**src/rtl/pipe_ctrl_pkg.sv**
```systemverilog
// Shared types and encodings for the ID-stage pipeline controller.
package pipe_ctrl_pkg;

    localparam logic [6:0] OP_R      = 7'b0110011;
    localparam logic [6:0] OP_IALU   = 7'b0010011;
    localparam logic [6:0] OP_LOAD   = 7'b0000011;
    localparam logic [6:0] OP_STORE  = 7'b0100011;
    localparam logic [6:0] OP_BRANCH = 7'b1100011;
    localparam logic [6:0] OP_JAL    = 7'b1101111;
    localparam logic [6:0] OP_JALR   = 7'b1100111;
    localparam logic [6:0] OP_LUI    = 7'b0110111;
    localparam logic [6:0] OP_AUIPC  = 7'b0010111;

    localparam logic [6:0] F7_BASE = 7'b0000000;
    localparam logic [6:0] F7_ALT  = 7'b0100000;
    localparam logic [6:0] F7_MEXT = 7'b0000001;

    localparam logic [4:0] ALU_ADD = 5'b00000;
    localparam logic [4:0] ALU_SLL = 5'b00001;
    localparam logic [4:0] ALU_SRL = 5'b00101;
    localparam logic [4:0] ALU_SUB = 5'b10000;
    localparam logic [4:0] ALU_SRA = 5'b10101;
    localparam logic [4:0] ALU_FWD = 5'b11110;
    localparam logic [4:0] ALU_JMP = 5'b10001;

    localparam logic [2:0] MEM_NONE = 3'b000;
    localparam logic [2:0] MEM_B    = 3'b001;
    localparam logic [2:0] MEM_H    = 3'b010;
    localparam logic [2:0] MEM_W    = 3'b011;
    localparam logic [2:0] MEM_BU   = 3'b100;
    localparam logic [2:0] MEM_HU   = 3'b101;

    localparam logic [2:0] IMM_NONE = 3'b000;
    localparam logic [2:0] IMM_I    = 3'b001;
    localparam logic [2:0] IMM_S    = 3'b010;
    localparam logic [2:0] IMM_B    = 3'b011;
    localparam logic [2:0] IMM_U    = 3'b100;
    localparam logic [2:0] IMM_J    = 3'b101;

    localparam logic [1:0] WB_ALU = 2'b00;
    localparam logic [1:0] WB_MEM = 2'b01;
    localparam logic [1:0] WB_PC4 = 2'b10;

    localparam logic [1:0] SRC_RS2    = 2'b00;
    localparam logic [1:0] SRC_IMM    = 2'b01;
    localparam logic [1:0] SRC_PC_IMM = 2'b10;

    typedef struct packed {
        logic [4:0] alu_op;
        logic [2:0] mem_read;
        logic [2:0] mem_write;
        logic [2:0] immi_sel;
        logic [1:0] mem_to_reg;
        logic [1:0] alu_source;
        logic       reg_write;
        logic       branch;
        logic       pc_sel;
        logic [4:0] rd;
    } ctrl_bundle_t;

    localparam ctrl_bundle_t CTRL_BUBBLE = '0;

    typedef enum logic {
        ST_IDLE,
        ST_MD_WAIT
    } state_t;

    // MEM_NONE doubles as the "unlisted funct3" marker for loads.
    function automatic logic [2:0] load_type(input logic [2:0] funct3);
        case (funct3)
            3'b000:  load_type = MEM_B;
            3'b001:  load_type = MEM_H;
            3'b010:  load_type = MEM_W;
            3'b100:  load_type = MEM_BU;
            3'b101:  load_type = MEM_HU;
            default: load_type = MEM_NONE;
        endcase
    endfunction

endpackage

```
**src/rtl/pipe_ctrl_unit_rv_decode.sv**
```systemverilog
// Combinational RV32IM decoder: instruction word to control bundle plus hazard/occupancy hints.
module rv_decode
    import pipe_ctrl_pkg::*;
#(
    parameter bit EN_MEXT = 1'b1
) (
    input  logic [31:0]  instr_i,
    output ctrl_bundle_t ctrl_o,
    output logic         illegal_o,
    output logic         is_md_o,
    output logic         md_div_o,
    output logic         uses_rs2_o,
    output logic [4:0]   rs1_o,
    output logic [4:0]   rs2_o
);

    logic [6:0] opcode;
    logic [2:0] funct3;
    logic [6:0] funct7;
    logic       bad;

    assign opcode = instr_i[6:0];
    assign funct3 = instr_i[14:12];
    assign funct7 = instr_i[31:25];
    assign rs1_o  = instr_i[19:15];
    assign rs2_o  = instr_i[24:20];

    always_comb begin
        ctrl_o     = CTRL_BUBBLE;
        ctrl_o.rd  = instr_i[11:7];
        bad        = 1'b0;
        is_md_o    = 1'b0;
        md_div_o   = funct3[2];
        uses_rs2_o = 1'b0;

        case (opcode)
            OP_R: begin
                uses_rs2_o       = 1'b1;
                ctrl_o.reg_write = 1'b1;
                if (funct7 == F7_BASE) begin
                    ctrl_o.alu_op = {2'b00, funct3};
                end else if (funct7 == F7_ALT && funct3 == 3'b000) begin
                    ctrl_o.alu_op = ALU_SUB;
                end else if (funct7 == F7_ALT && funct3 == 3'b101) begin
                    ctrl_o.alu_op = ALU_SRA;
                end else if (funct7 == F7_MEXT && EN_MEXT) begin
                    ctrl_o.alu_op = {2'b11, funct3};
                    is_md_o       = 1'b1;
                end else begin
                    bad = 1'b1;
                end
            end
            OP_IALU: begin
                ctrl_o.immi_sel   = IMM_I;
                ctrl_o.alu_source = SRC_IMM;
                ctrl_o.reg_write  = 1'b1;
                case (funct3)
                    3'b001: begin
                        ctrl_o.alu_op = ALU_SLL;
                        bad           = (funct7 != F7_BASE);
                    end
                    3'b101: begin
                        if (funct7 == F7_BASE)     ctrl_o.alu_op = ALU_SRL;
                        else if (funct7 == F7_ALT) ctrl_o.alu_op = ALU_SRA;
                        else                       bad = 1'b1;
                    end
                    default: ctrl_o.alu_op = {2'b00, funct3};
                endcase
            end
            OP_LOAD: begin
                ctrl_o.mem_read   = load_type(funct3);
                ctrl_o.immi_sel   = IMM_I;
                ctrl_o.alu_source = SRC_IMM;
                ctrl_o.mem_to_reg = WB_MEM;
                ctrl_o.reg_write  = 1'b1;
                bad               = (ctrl_o.mem_read == MEM_NONE);
            end
            OP_STORE: begin
                uses_rs2_o        = 1'b1;
                ctrl_o.mem_write  = funct3 + 3'd1;
                ctrl_o.immi_sel   = IMM_S;
                ctrl_o.alu_source = SRC_IMM;
                bad               = (funct3 > 3'b010);
            end
            OP_BRANCH: begin
                uses_rs2_o      = 1'b1;
                ctrl_o.alu_op   = {2'b01, funct3};
                ctrl_o.branch   = 1'b1;
                ctrl_o.immi_sel = IMM_B;
                bad             = (funct3 == 3'b010) || (funct3 == 3'b011);
            end
            OP_JAL: begin
                ctrl_o.alu_op     = ALU_JMP;
                ctrl_o.immi_sel   = IMM_J;
                ctrl_o.mem_to_reg = WB_PC4;
                ctrl_o.reg_write  = 1'b1;
                ctrl_o.pc_sel     = 1'b1;
            end
            OP_JALR: begin
                ctrl_o.alu_op     = ALU_JMP;
                ctrl_o.immi_sel   = IMM_I;
                ctrl_o.alu_source = SRC_IMM;
                ctrl_o.mem_to_reg = WB_PC4;
                ctrl_o.reg_write  = 1'b1;
                ctrl_o.pc_sel     = 1'b1;
                bad               = (funct3 != 3'b000);
            end
            OP_LUI: begin
                ctrl_o.alu_op     = ALU_FWD;
                ctrl_o.immi_sel   = IMM_U;
                ctrl_o.alu_source = SRC_IMM;
                ctrl_o.reg_write  = 1'b1;
            end
            OP_AUIPC: begin
                ctrl_o.alu_op     = ALU_ADD;
                ctrl_o.immi_sel   = IMM_U;
                ctrl_o.alu_source = SRC_PC_IMM;
                ctrl_o.reg_write  = 1'b1;
            end
            default: bad = 1'b1;
        endcase

        if (bad) begin
            ctrl_o  = CTRL_BUBBLE;
            is_md_o = 1'b0;
        end
    end

    assign illegal_o = bad;

endmodule

```
**src/rtl/pipe_ctrl_unit.sv**
```systemverilog
// ID-stage controller: registered ID/EX bundle, load-use stall and MUL/DIV occupancy sequencing.
module pipe_ctrl_unit
    import pipe_ctrl_pkg::*;
#(
    parameter bit EN_MEXT = 1'b1,
    parameter int MUL_LAT = 3,
    parameter int DIV_LAT = 8
) (
    input  logic        CLK,
    input  logic        RESET,
    input  logic [31:0] INSTR,
    input  logic        IN_VALID,
    input  logic        FLUSH,
    output logic        STALL,
    output logic        OUT_VALID,
    output logic [4:0]  ALU_OP,
    output logic [2:0]  MEM_READ,
    output logic [2:0]  MEM_WRITE,
    output logic [2:0]  IMMI_SEL,
    output logic [1:0]  MEM_TO_REG,
    output logic [1:0]  ALU_SOURCE,
    output logic        REG_WRITE,
    output logic        BRANCH,
    output logic        PC_SEL,
    output logic [4:0]  RD,
    output logic        ILLEGAL
);

    localparam int MAX_LAT = (MUL_LAT > DIV_LAT) ? MUL_LAT : DIV_LAT;
    localparam int CNT_W   = ($clog2(MAX_LAT) > 0) ? $clog2(MAX_LAT) : 1;
    localparam logic [CNT_W-1:0] MUL_CNT = CNT_W'(MUL_LAT - 1);
    localparam logic [CNT_W-1:0] DIV_CNT = CNT_W'(DIV_LAT - 1);
    localparam logic [CNT_W-1:0] CNT_ONE = CNT_W'(1);

    ctrl_bundle_t     dec_ctrl;
    logic             dec_illegal;
    logic             dec_is_md;
    logic             dec_md_div;
    logic             dec_uses_rs2;
    logic [4:0]       dec_rs1;
    logic [4:0]       dec_rs2;

    state_t           state_q;
    logic [CNT_W-1:0] cnt_q;
    ctrl_bundle_t     bundle_q;
    logic             valid_q;
    logic             illegal_q;

    logic             hazard;
    logic             md_multi;

    rv_decode #(
        .EN_MEXT (EN_MEXT)
    ) u_decode (
        .instr_i    (INSTR),
        .ctrl_o     (dec_ctrl),
        .illegal_o  (dec_illegal),
        .is_md_o    (dec_is_md),
        .md_div_o   (dec_md_div),
        .uses_rs2_o (dec_uses_rs2),
        .rs1_o      (dec_rs1),
        .rs2_o      (dec_rs2)
    );

    // Compare against the instruction issued last cycle; bubbles never match.
    assign hazard = IN_VALID && valid_q
                 && (bundle_q.mem_read != MEM_NONE) && (bundle_q.rd != 5'd0)
                 && ((bundle_q.rd == dec_rs1) || (dec_uses_rs2 && (bundle_q.rd == dec_rs2)));

    assign md_multi = dec_md_div ? (DIV_LAT > 1) : (MUL_LAT > 1);

    assign STALL = !FLUSH && ((state_q == ST_MD_WAIT) || hazard);

    always_ff @(posedge CLK) begin
        if (!RESET) begin
            state_q   <= ST_IDLE;
            cnt_q     <= '0;
            bundle_q  <= CTRL_BUBBLE;
            valid_q   <= 1'b0;
            illegal_q <= 1'b0;
        end else begin
            bundle_q  <= CTRL_BUBBLE;
            valid_q   <= 1'b0;
            illegal_q <= 1'b0;
            if (FLUSH) begin
                state_q <= ST_IDLE;
                cnt_q   <= '0;
            end else if (state_q == ST_MD_WAIT) begin
                if (cnt_q == CNT_ONE) begin
                    state_q <= ST_IDLE;
                    cnt_q   <= '0;
                end else begin
                    cnt_q <= cnt_q - CNT_ONE;
                end
            end else if (IN_VALID && !hazard) begin
                if (dec_illegal) begin
                    illegal_q <= 1'b1;
                end else begin
                    bundle_q <= dec_ctrl;
                    valid_q  <= 1'b1;
                    if (dec_is_md && md_multi) begin
                        state_q <= ST_MD_WAIT;
                        cnt_q   <= dec_md_div ? DIV_CNT : MUL_CNT;
                    end
                end
            end
        end
    end

    assign OUT_VALID  = valid_q;
    assign ILLEGAL    = illegal_q;
    assign ALU_OP     = bundle_q.alu_op;
    assign MEM_READ   = bundle_q.mem_read;
    assign MEM_WRITE  = bundle_q.mem_write;
    assign IMMI_SEL   = bundle_q.immi_sel;
    assign MEM_TO_REG = bundle_q.mem_to_reg;
    assign ALU_SOURCE = bundle_q.alu_source;
    assign REG_WRITE  = bundle_q.reg_write;
    assign BRANCH     = bundle_q.branch;
    assign PC_SEL     = bundle_q.pc_sel;
    assign RD         = bundle_q.rd;

endmodule

```
**config.mk**
```make
export PLATFORM = sky130hd
export DESIGN_NAME = pipe_ctrl_unit
export DESIGN_NICKNAME = d
export VERILOG_FILES = /design/src/rtl/pipe_ctrl_pkg.sv /design/src/rtl/pipe_ctrl_unit_rv_decode.sv /design/src/rtl/pipe_ctrl_unit.sv
export SDC_FILE = /design/constraint.sdc
export NUM_CORES = 1
export LEC_CHECK = 0
export ABC_AREA = 1
export BUFFER_PORTS_ARGS = -buffer_cell sky130_fd_sc_hd__buf_2
export CORE_ASPECT_RATIO = 1.25
export CORE_UTILIZATION = 30
export CTS_BUF_LIST = sky130_fd_sc_hd__clkbuf_16
export CTS_CLUSTER_DIAMETER = 100
export CTS_CLUSTER_SIZE = 40
export DETAILED_ROUTE_END_ITERATION = 10
export PLACE_DENSITY = 0.52
export SLEW_MARGIN = 25
export SYNTH_ARGS = -nofsm -noshare
export SYNTH_HDL_FRONTEND = slang
export SYNTH_SLANG_ARGS = --single-unit
```
**constraint.sdc**
```tcl
create_clock -name CLK -period 1.66 [get_ports CLK]
set_input_delay 0.415 -clock CLK [delete_from_list [all_inputs] [get_ports CLK]]
set_output_delay 0.415 -clock CLK [all_outputs]
set_load 0.05 [all_outputs]
```
After elaboration in Yosys (flattened, before gate mapping)
Cells that the tools add are included.
{"block": "totals", "ff_bits": 32, "inputBits": 36}
{"block": "classes", "reduce_logical": 36, "bitwise_logic": 4, "add_sub_neg": 2, "n_mux": 44, "magnitude_cmp": 1, "eq_ne": 20}
{"op": "$mux W5", "n": 6}
{"op": "$pmux W3 S5", "n": 2}
{"op": "$eq A7 B6 Y1 const B", "n": 4}
{"op": "$pmux W5 S5", "n": 1}
{"op": "$mux W1", "n": 23}
{"op": "$eq A7 B7 Y1 const B", "n": 3}
{"op": "$mux W3", "n": 7}
{"op": "$eq A7 B5 Y1 const B", "n": 2}
{"op": "$reduce_or A6 Y1", "n": 2}
{"op": "$eq A5 B5 Y1", "n": 2}
{"op": "$pmux W5 S2", "n": 1}
{"op": "$reduce_or A5 Y1", "n": 2}
{"op": "$logic_and A1 B1 Y1", "n": 9}
{"op": "$reduce_or A3 Y1", "n": 3}
{"op": "$pmux W2 S2", "n": 2}
{"op": "$eq A7 B1 Y1 const B", "n": 1}
{"op": "$eq A7 B2 Y1 const B", "n": 1}
{"op": "$logic_not A7 Y1", "n": 1}
{"op": "$pmux W1 S7", "n": 1}
{"op": "$reduce_bool A7 Y1", "n": 1}
{"op": "$reduce_or A7 Y1", "n": 1}
{"op": "$eq A3 B1 Y1 const B", "n": 2}
{"op": "$eq A3 B2 Y1 const B", "n": 2}
{"op": "$eq A3 B3 Y1 const B", "n": 2}
{"op": "15 further kinds", "n": 26}

Logic depth before layout (Yosys ltp)
Gate-level depths: netlist (run 1).
{"block": "logic_depth", "word_depth": 11, "mapped_depth": 14}

By module
From an unflattened synthesis (run 1), not the netlist that was laid out.
{"block": "hier_totals", "hier_cells": 353, "area_unflattened_um2": 2289.7}
{"mod": "pipe_ctrl_unit", "cells_per_inst": 181, "seq_area_each_um2": 640.6, "instances": 1, "area_per_inst_um2": 1321.3}
{"mod": "rv_decode", "cells_per_inst": 172, "seq_area_each_um2": 0.0, "instances": 1, "area_per_inst_um2": 968.4}

Least setup slack after synthesis (run 1)
OpenSTA, ideal clock, no wires.
{"block": "synth_path", "path_type": "flip-flop to output port", "startpoint": "register bundle_q, in the netlist RD[0]", "endpoint": "output port STALL", "path_slack_ns": -0.744, "n_path_buf": 0, "arrival_ns": 1.989, "path_stages_with_launch": 9, "cell_sequence": "dfxtp_1 inv_1 nand2_1 o21ai_0 nor2_1 nand3_1 nand2_1 nand2_1 a21oi_1"}
{"block": "synth_between", "elab_chain_cells": 6, "word_cells_on_any_way": 9, "classes_between": "eq/ne (2); reduce/logical (7)"}
{"item": "from (decl)", "line_no": "pipe_ctrl_unit.sv:45", "source": "ctrl_bundle_t bundle_q;"}
{"item": "from (signal assigned)", "line_no": "pipe_ctrl_unit.sv:99", "source": "bundle_q <= dec_ctrl;"}
{"item": "$eq A5 B5 Y1", "line_no": "pipe_ctrl_unit.sv:68", "source": "&& ((bundle_q.rd == dec_rs1) || (dec_uses_rs2 && (bundle_q.rd == dec_rs2)));"}
{"item": "$logic_and A1 B1 Y1", "line_no": "pipe_ctrl_unit.sv:68"}
{"item": "$logic_or A1 B1 Y1", "line_no": "pipe_ctrl_unit.sv:68"}
{"item": "$logic_and A1 B1 Y1 *", "line_no": "pipe_ctrl_unit.sv:68"}
{"item": "$logic_or A1 B1 Y1 *", "line_no": "pipe_ctrl_unit.sv:72", "source": "assign STALL = !FLUSH && ((state_q == ST_MD_WAIT) || hazard);"}
{"item": "$logic_and A1 B1 Y1 *", "line_no": "pipe_ctrl_unit.sv:72"}
{"item": "to (decl)", "line_no": "pipe_ctrl_unit.sv:14", "source": "output logic STALL,"}
Mark *: on every way between the ends. The rest lies on a longest branch, timed or not.

Final worst setup path (run 1)
{"block": "layout_path", "startpoint": "register bundle_q, in the netlist RD[1]", "endpoint": "output port STALL"}
Same word-level chain as after synthesis.

==> key figures, run 1 <==
Global route
  • Grt ovf: 0
  • Initial antenna violation count: 0
  • Number of global-route vias before repair: 1,938
  • Pin count of the biggest net entering global routing: 10
  • First-pass GRT wire length: 8.07 mm
  • GRT Total Usage: 0.166

CTS
  • CTS max path bufs: 2
  • Clock latency at the later pin of the worst-skew pair: 0.27 ns
  • Clock sink total: 31
  • CTS tree: built
  • Clock transition at path regs: 0.05 ns
  • Clock root cell: clkbuf_16
  • Cts bufs inserted: 5
  • Hold Buf Count CTS: 0
  • H-tree depth: 2

Yosys
  • YS warnings: 0
  • Mean Syn Cell Area: 6.60 um^2
  • Largest area contributor in the netlist: dfxtp_1
  • Post-Syn Area: 1750 um^2
  • Sequential fraction of the synthesis area: 0.355
  • Yosys top cell area share: 0.355
  • Cells after Synth: 265
  • Flops & latches, synth: 31
  • Synth unique cells: 32
  • Syn_nets: 307
  • Top post-synthesis cells by area: dfxtp_1 (35%), nor2_1 (12%), nand2_1 (10%)

Critical path
  • Critical path required time: 1.24 ns
  • Critical path arrival: 1.51 ns
  • Crit path max-delay family: simple AND/OR/NAND/NOR gates
  • Crit path depth: 7
  • Crit path buf inv count: 1
  • R2R depth: 12
  • Crit start category: register
  • Crit-path max FO: 4
  • Cell breakdown of the critical path: or2_4 -> a21oi_2 -> nand3_1 -> nand2_1 -> nand2_2 -> a21oi_4 -> buf_6
  • Worst path max stage delay: 0.34 ns
  • Critical Path Slowest Stage Cell: dfxtp_4
  • Setup Crit Path Kind: register to output port
  • Crit path capture type: output port

Floorplanning
  • Initial core utilization: 0.317
  • Rows: 30
  • Core area: 5520 um^2
  • Die height: 87.4 um
  • Die width: 70.3 um
  • Die ar.: 6140 um^2
  • Ports: 65

Routing
  • DRC violations left: 0
  • Wirelength, routed: 4.71 mm
  • Detailed router's first-iteration violation count: 49
  • Via density: 4.37
  • Drt pass-1 iters: 4
  • Post-DRT Antenna Nets: 0
  • Vias: 2,001
  • Post-DR wirelength/cell: 10.3 um

Layout
  • Ant. Diodes: 0
  • P&R area growth vs syn: 68.2%
  • Most common cell after layout, fill and taps aside: buf_2
  • Final std cells w/o fill: 458
  • Most frequent cells in the layout: buf_2 (63), buf_4 (55), inv_1 (46)
  • NumNets Final: 435
  • Proportion of layout cells with a drive suffix above 1: 0.457

STA
  • Achievable Freq: 520 MHz
  • Period utilization: 1.16
  • Setup Skew: 0.00249 ns
  • Unrepaired setup endpoints after global routing: yes
  • Slew @ Worst Pin: 0.344 ns
  • Min Tclk post-route: 1.92 ns
  • Pins over their slew limit: 0
  • Setup tns final: -4.12 ns
  • Worst hold slack: 0.353 ns
  • Max_slew headroom: 0.769
  • Final setup viols: 31
  • Final worst slack: -0.261 ns
  • Final Hold Violating Endpoints: 0

Outcome
  • Outcome: finished with violations
  • Failing checks: setup timing

Hold path
  • Hold depth: 3
  • Worst Hold Class: input port to register

Power and ir drop
  • Sw frac: 0.224
  • Flop pwr share: 0.414
  • P_sw: 0.000401 W
  • Internal: 0.00139 W
  • Worst VDD drop: 0.331 mV
  • Leak: 1.58 nW
  • Clk network pwr share: 0.458
  • Design Power: 0.00179 W
  • PD cells: 609 nW/um^2
  • Combinational fraction of design power: 0.128

Placed design
  • I/O Buffers: 64
  • Dpl cells: 443
  • Hpwl dp: 3.87 mm
  • Placer Congestion: 0.829

Flow run
  • Max cap viols: 0
## worst register-to-register path: cells and delay by family, from the launching register on
kind                   cells  cell delay (ns)
AOI/OAI and AO/OA          1             0.13
buffers and inverters      5             0.58
DFF                        1             0.34
and+or+nand+nor            6             0.69
## cells by family (layout without fill, tap and decap cells)
kind of cell | after synthesis | after routing | share of synthesized area
xor+xnor | 5 | 5 | 0.0250
compound gates | 33 | 33 | 0.104
buf+inv | 52 | 181 | 0.114
flops | 31 | 31 | 0.355
simple gates | 138 | 138 | 0.359
fa+ha+maj | 6 | 6 | 0.0429
## timing repair
action,in CTS,in global routing
pin swaps,9,6
cloned,1,0
buffers inserted,3,4
resized for setup,20,28
setup endpoints to repair,26,32
## per-stage QoR
step / area, um^2 / utilization / setup slack [ns]
after floorplan: 1810 / - / -0.0659
after global placement: 2590 / 0.469 / -0.332
after detailed placement: 2590 / 0.469 / -0.337
after CTS: 2800 / 0.507 / -0.294
after global routing: 2940 / 0.533 / -0.340
final: 2940 / 0.533 / -0.261
## path summary, 6_finish.rpt
| path | startpoint | end | slack, ns |
|---|---|---|---|
| setup / recovery | RD[1]$_SDFF_PP0_ | STALL | -0.26 |
| hold / removal | INSTR[9] | RD[2]$_SDFF_PP0_ | 0.35 |
| setup reg to reg | RD[1]$_SDFF_PP0_ | ILLEGAL$_SDFF_PP0_ | -0.18 |
| hold reg to reg | cnt_q[1]$_SDFFE_PP0P_ | cnt_q[1]$_SDFFE_PP0P_ | 0.46 |
## metal layers
metal / vias to the layer above / share of wire / track usage
li1: 1082 / - / -
met1: 855 / 0.43 / 0.184
met2: 56 / 0.50 / 0.306
met3: 8 / 0.050 / 0.0301
met4: 0 / 0.021 / 0.0764
met5: - / 0 / 0
## state kept, by name, summed over array words and instances, names as in the netlist
signal      flops
ALU_OP          5
ALU_SOURCE      2
BRANCH          1
ILLEGAL         1
IMMI_SEL        3
MEM_READ        3
MEM_TO_REG      2
MEM_WRITE       3
OUT_VALID       1
RD              5
REG_WRITE       1
cnt_q           3
state_q         1
## cells in the mapped netlist (all sizes together)
cell type  number
clkinv          1
nand3          15
inv            49
a221oi          1
nor3            6
o21bai          1
ha              6
nor2           57
or2             1
nor4            1
a21oi          11
dfxtp          31
o211ai          2
nand3b          1
xor2            3
a211oi          1
buf             2
and3            1
nor3b           1
nand4           3
o21ai          16
nand2          52
xnor2           2
o21a            1
## power by group through the flow
stage	clock network, W	logic, W	registers [W]
after floorplan	0	0.0000867	0.000762
after global placement	0	0.000216	0.000756
after detailed placement	0	0.000217	0.000756
after CTS	0.000846	0.000222	0.000741
after global routing	0.000892	0.000256	0.000740
final	0.000821	0.000229	0.000741
## layout make-up
type                       count  area, um^2
clock buffer                   5         125
clock inverter                 3        12.5
fill                         528        2570
inverter                      50         195
multi-input combinational    182        1090
sequential                    31         644
tap                           64        80.1
timing repair buffer         122         782
timing repair inverter         1        11.3
(Power assumes the default switching activity.)
==> run 2: changes to the inputs <==
--- a/config.mk
+++ b/config.mk
@@ -13,7 +13,7 @@
 export CTS_CLUSTER_DIAMETER = 100
 export CTS_CLUSTER_SIZE = 40
 export DETAILED_ROUTE_END_ITERATION = 10
-export PLACE_DENSITY = 0.52
+export PLACE_DENSITY = 0.5
 export SLEW_MARGIN = 25
 export SYNTH_ARGS = -nofsm -noshare
 export SYNTH_HDL_FRONTEND = slang
==> constraint.sdc (replaced) <==
create_clock -name CLK -period 1.77 [get_ports CLK]
set_input_delay 0.4425 -clock CLK [delete_from_list [all_inputs] [get_ports CLK]]
set_output_delay 0.4425 -clock CLK [all_outputs]
set_load 0.05 [all_outputs]
==> key figures, run 2 (synthesis results as in run 1) <==
Placed design
  • Hpwl dp: 3.87 mm (about the same)
  • Placement Setup Slack: -0.269 ns (+0.0673 ns)
  • Placer Congestion: 0.846 (+2.0%)
  • I/O Buffers: 64 (unchanged)

Global route
  • Initial antenna violation count: 0 (unchanged)
  • Pin count of the biggest net entering global routing: 11 (+1)
  • GRT Total Usage: 0.154 (-0.0120)
  • First-pass GRT wire length: 7.51 mm (-6.9%)
  • Grt ovf: 0 (unchanged)
  • Number of global-route vias before repair: 1,822 (-6.0%)

CTS
  • Cts bufs inserted: 5 (unchanged)
  • Clock sink total: 31 (unchanged)
  • Clock root cell: clkbuf_16
  • H-tree depth: 2 (unchanged)
  • CTS max path bufs: 2 (unchanged)
  • Clock transition at path regs: 0.05 ns (about the same)
  • Clock latency at the later pin of the worst-skew pair: 0.27 ns (about the same)
  • Hold Buf Count CTS: 0 (unchanged)
  • CTS tree: built

Layout
  • Most common cell after layout, fill and taps aside: buf_2
  • P&R area growth vs syn: 60.4%
  • Proportion of layout cells with a drive suffix above 1: 0.426 (-0.0305)
  • Filler cell count: 576 (+9.1%)
  • Most frequent cells in the layout: buf_2 (63), buf_4 (51), inv_1 (45), nand2_1 (45), nor2_1 (45)
  • Ant. Diodes: 0 (unchanged)
  • NumNets Final: 428 (-1.6%)

Power and ir drop
  • Worst VDD drop: 0.321 mV (-2.9%)
  • Leak: 1.55 nW (-1.5%)
  • Design Power: 0.00169 W (-5.4%)
  • PD cells: 604 nW/um^2 (-0.80%)

STA
  • Worst hold slack: 0.373 ns (+0.0199 ns)
  • Final Hold Violating Endpoints: 0 (unchanged)
  • Pins over their slew limit: 0 (unchanged)
  • Slew @ Worst Pin: 0.323 ns (-0.0214 ns)
  • Setup Skew: 0.00597 ns (+0.00348 ns)
  • Final setup viols: 1 (-97%)
  • Max_slew headroom: 0.783 (+0.0140)
  • Unrepaired setup endpoints after global routing: yes
  • Period utilization: 1.11
  • Achievable Freq: 511 MHz
  • Final worst slack: -0.188 ns (+0.0736 ns)
  • Min Tclk post-route: 1.96 ns

Floorplanning
  • Die height: 87.4 um (unchanged)
  • Core area: 5520 um^2 (unchanged)
  • Rows: 30 (unchanged)
  • Die width: 70.3 um (unchanged)
  • Initial core utilization: 0.317 (unchanged)
  • Ports: 65 (unchanged)
  • Die ar.: 6140 um^2 (unchanged)

Critical path
  • Crit start category: register
  • Critical path arrival: 1.52 ns (about the same)
  • Crit-path max FO: 6 (+2)
  • Crit path capture type: output port
  • Critical path required time: 1.33 ns (+0.09 ns)
  • R2R setup slack: 0.09 ns (+0.27 ns)
  • R2R depth: 15 (+3)
  • Setup Crit Path Kind: register to output port

Routing
  • Vias: 1,980 (-1.0%)
  • Detailed router's first-iteration violation count: 63 (+29%)
  • Wirelength, routed: 4.64 mm (-1.5%)
  • Drt pass-1 iters: 4 (unchanged)
  • Post-DRT Antenna Nets: 0 (unchanged)
  • Post-DR wirelength/cell: 10.3 um (about the same)
  • Via density: 4.39 (+0.49%)
  • DRC violations left: 0 (unchanged)

Hold path
  • Hold depth: 3 (unchanged)
  • Worst Hold Class: input port to register

Outcome
  • Failing checks: setup timing
  • Outcome: finished with violations

Flow run
  • Max cap viols: 0 (unchanged)
[run 2: cell count changes in the layout (fill, tap and decap cells not counted), sizes merged]
cell / delta
inv: -2
clkinv: +1
buf: -6
[run 2: path summary, 6_finish.rpt]
check / start / endpoint
min reg2reg: cnt_q[1]$_SDFFE_PP0P_ / cnt_q[1]$_SDFFE_PP0P_
max: RD[1]$_SDFF_PP0_ / STALL
max reg2reg: RD[4]$_SDFF_PP0_ / ALU_OP[2]$_SDFF_PP0_
min: INSTR[8] / RD[1]$_SDFF_PP0_
[run 2: layout make-up]
type | count | area [um^2] | share of cell area
multi-input combinational | 182 | 1030 | 0.368
timing repair buffer | 116 | 721 | 0.257
sequential | 31 | 642 | 0.229
inverter | 50 | 193 | 0.0687
clock buffer | 5 | 125 | 0.0446
tap | 64 | 80.1 | 0.0285
clock inverter | 3 | 12.5 | 0.00446
[run 2: power breakdown]
group,leakage [nW],internal (W),switching (W)
Sequential,0.256,0.000695,0.000000952
Combinational,1.22,0.000108,0.000109
Clock,0.0724,0.000506,0.000276
[run 2: metal layers]
metal,up-vias,global-route usage,wire (um)
li1,1064,-,-
met1,857,0.172,1980
met2,52,0.278,2290
met3,7,0.0382,296
met4,0,0.0655,77
met5,-,0,0
[run 2: per-stage QoR]
stage	utilization	std cells	setup TNS, ns	cell area, um^2
6_report	0.508	451	-0.188	2810
5_1_grt	0.508	451	-0.533	2810
4_1_cts	0.493	449	-0.204	2720
3_5_place_dp	0.465	441	-5.62	2570
3_3_place_gp	0.465	441	-5.33	2570
2_1_floorplan	-	265	-0.00519	1800
[run 2: what timing repair did]
| action | 4_1_cts | 5_1_grt |
|---|---|---|
| pin swaps | 5 | 4 |
| endpoints found under the hold margin | 0 | 0 |
| buffers inserted | 0 | 2 |
| resized for setup | 3 | 24 |
| setup endpoints to repair | 11 | 27 |
[run 2: critical path, stage by stage, from the launching register on]
cell	delay (ns)
dfxtp_4	0.35
or2_4	0.23
a21oi_4	0.13
nand3_1	0.08
nand2_1	0.08
nand2_2	0.07
a21oi_4	0.13
buf_6	0.17
==> run 3: changes to the inputs <==
--- a/config.mk
+++ b/config.mk
@@ -8,12 +8,13 @@
 export ABC_AREA = 1
 export BUFFER_PORTS_ARGS = -buffer_cell sky130_fd_sc_hd__buf_2
 export CORE_ASPECT_RATIO = 1.25
-export CORE_UTILIZATION = 30
+export CORE_UTILIZATION = 40
 export CTS_BUF_LIST = sky130_fd_sc_hd__clkbuf_16
 export CTS_CLUSTER_DIAMETER = 100
 export CTS_CLUSTER_SIZE = 40
 export DETAILED_ROUTE_END_ITERATION = 10
-export PLACE_DENSITY = 0.5
+export PLACE_DENSITY = 0.64
+export SETUP_SLACK_MARGIN = 0.05
 export SLEW_MARGIN = 25
 export SYNTH_ARGS = -nofsm -noshare
 export SYNTH_HDL_FRONTEND = slang
==> key figures, run 3 (synthesis results as in run 1) <==
Layout
  • Most frequent cells in the layout: buf_2 (63), buf_4 (48), inv_1 (43)
  • Final instance area: 2950 um^2 (+5.2%)
  • Sequential cell area: 642 um^2 (unchanged)
  • NumNets Final: 431 (+0.70%)
  • Filler cell count: 346 (-40%)
  • Proportion of layout cells with a drive suffix above 1: 0.490 (+0.0634)
  • Multi-input gate area: 1130 um^2 (+9.8%)
  • Ant. Diodes: 0 (unchanged)
  • Most common cell after layout, fill and taps aside: buf_2
  • P&R area growth vs syn: 68.7%
  • Final std cells w/o fill: 446 (-1.1%)

Critical path
  • Setup Crit Path Kind: register to output port
  • Crit path capture type: output port
  • Crit-path max FO: 4 (-2)
  • Critical path arrival: 1.54 ns (+0.02 ns)
  • Critical path required time: 1.33 ns (about the same)
  • Crit start category: register
  • R2R setup slack: -0.16 ns (-0.25 ns)

Routing
  • Metal1 wirelength: 1.94 mm (-2.0%)
  • Wirelength, routed: 4.90 mm (+5.6%)
  • Via density: 4.69 (+6.8%)
  • Post-DR wirelength/cell: 11.0 um (+6.7%)
  • Met3 wire len: 280 um (-5.4%)
  • Post-DRT Antenna Nets: 0 (unchanged)
  • Drt pass-1 iters: 4 (unchanged)
  • Vias: 2,091 (+5.6%)
  • DRC violations left: 0 (unchanged)
  • Detailed router's first-iteration violation count: 59 (-6.3%)
  • Met2 wire length: 2.59 mm (+13%)
  • Top sig layer: met4

Floorplanning
  • Initial core utilization: 0.423 (+0.106)
  • Die ar.: 4640 um^2 (-24%)
  • Core area: 4130 um^2 (-25%)
  • Rows: 26 (-13%)
  • Die width: 61.1 um (-13%)
  • Die height: 75.9 um (-13%)
  • Ports: 65 (unchanged)

Power and ir drop
  • Flop pwr share: 0.410 (about the same)
  • Leak: 1.58 nW (+1.8%)
  • Sw frac: 0.229 (+0.00191)
  • Worst VDD drop: 0.405 mV (+26%)
  • Clk network pwr share: 0.458 (-0.003)
  • Combinational fraction of design power: 0.132 (+0.004)
  • P_sw: 0.000390 W (+1.1%)
  • PD cells: 576 nW/um^2 (-4.7%)
  • Internal: 0.00131 W (about the same)

STA
  • Final Hold Violating Endpoints: 0 (unchanged)
  • Achievable Freq: 505 MHz (-1.0%)
  • Max_slew headroom: 0.651 (-0.132)
  • Min Tclk post-route: 1.98 ns (+0.0207 ns)
  • Unrepaired setup endpoints after global routing: yes
  • Slew @ Worst Pin: 0.519 ns (+0.197 ns)
  • Final setup viols: 26 (+25)
  • Final worst slack: -0.209 ns (-0.0207 ns)
  • Period utilization: 1.12 (+0.0117)
  • Pins over their slew limit: 0 (unchanged)
  • Worst hold slack: 0.374 ns (+0.000984 ns)
  • Setup Skew: 0.00439 ns (-0.00157 ns)

Global route
  • Initial antenna violation count: 0 (unchanged)
  • Grt ovf: 0 (unchanged)
  • GRT Total Usage: 0.206 (+0.0518)
  • Pin count of the biggest net entering global routing: 11 (unchanged)
  • First-pass GRT wire length: 7.45 mm (-0.92%)
  • Number of global-route vias before repair: 1,846 (+1.3%)

CTS
  • CTS tree: built
  • Hold Buf Count CTS: 0 (unchanged)
  • Clock root cell: clkbuf_16
  • Clock sink total: 31 (unchanged)
  • Clock latency at the later pin of the worst-skew pair: 0.27 ns (about the same)
  • CTS max path bufs: 2 (unchanged)
  • Clock transition at path regs: 0.05 ns (about the same)
  • Cts bufs inserted: 5 (unchanged)
  • H-tree depth: 2 (unchanged)

Hold path
  • Worst Hold Class: input port to register

Placed design
  • Placer Congestion: 0.860 (+1.7%)
  • I/O Buffers: 64 (unchanged)
  • Area post-placement: 2510 um^2 (-2.1%)
  • Hpwl dp: 3.59 mm (-7.3%)
  • Dpl cells: 427 (-3.2%)

Outcome
  • Outcome: finished with violations
  • Failing checks: setup timing

Flow run
  • Max cap viols: 0 (unchanged)
-- run 3: layer usage --
layer / track usage / vias to the layer above
met3: 0.0444 / 11
met5: 0 / -
li1: - / 1075
met2: 0.366 / 68
met1: 0.229 / 937
met4: 0.0750 / 0
-- run 3: power by group through the flow --
stage / Combinational [W] / Clock, W / Sequential, W
6_report: 0.000224 / 0.000778 / 0.000696
5_1_grt: 0.000248 / 0.000837 / 0.000695
3_3_place_gp: 0.000199 / 0 / 0.000712
2_1_floorplan: 0.0000813 / 0 / 0.000718
3_5_place_dp: 0.000200 / 0 / 0.000711
4_1_cts: 0.000203 / 0.000797 / 0.000697
-- run 3: layout make-up --
cell class,count,area share
multi-input combinational,182,0.384
tap,56,0.0237
clock buffer,5,0.0424
timing repair buffer,118,0.259
clock inverter,3,0.00424
timing repair inverter,1,0.00212
inverter,50,0.0670
sequential,31,0.218
-- run 3: final timing paths --
check / end / cells past startpoint / start
worst max-delay path: STALL / 7 / RD[1]$_SDFF_PP0_
worst min-delay path: RD[1]$_SDFF_PP0_ / 3 / INSTR[8]
worst max register to register: RD[2]$_SDFF_PP0_ / 13 / RD[2]$_SDFF_PP0_
worst min register to register: cnt_q[1]$_SDFFE_PP0P_ / 2 / cnt_q[1]$_SDFFE_PP0P_
-- run 3: timing repair --
action / CTS / global route
pin swaps: 5 / 16
gates cloned: 0 / 1
gates resized for setup: 3 / 62
setup buffers: 1 / 9
setup endpoints to repair: 10 / 29
-- run 3: through the flow --
stage                     setup WS, ns  utilization  total power, W  TNS [ns]
after floorplan               -0.00519            -        0.000799  -0.00519
after global placement          -0.251        0.608        0.000910     -5.46
after detailed placement        -0.263        0.608        0.000912     -5.83
after CTS                       -0.172        0.646         0.00170    -0.172
after global routing            -0.326        0.714         0.00178     -6.91
final                           -0.209        0.714         0.00170     -2.64
-- run 3: worst max-delay path, stage by stage, from the launching register on --
cell and delay, ns:
dfxtp_4 0.35, or2_4 0.22, a21oi_2 0.12, nand3_1 0.07, nand2_1 0.09, nand2_2 0.09
a21oi_4 0.17, buf_6 0.17
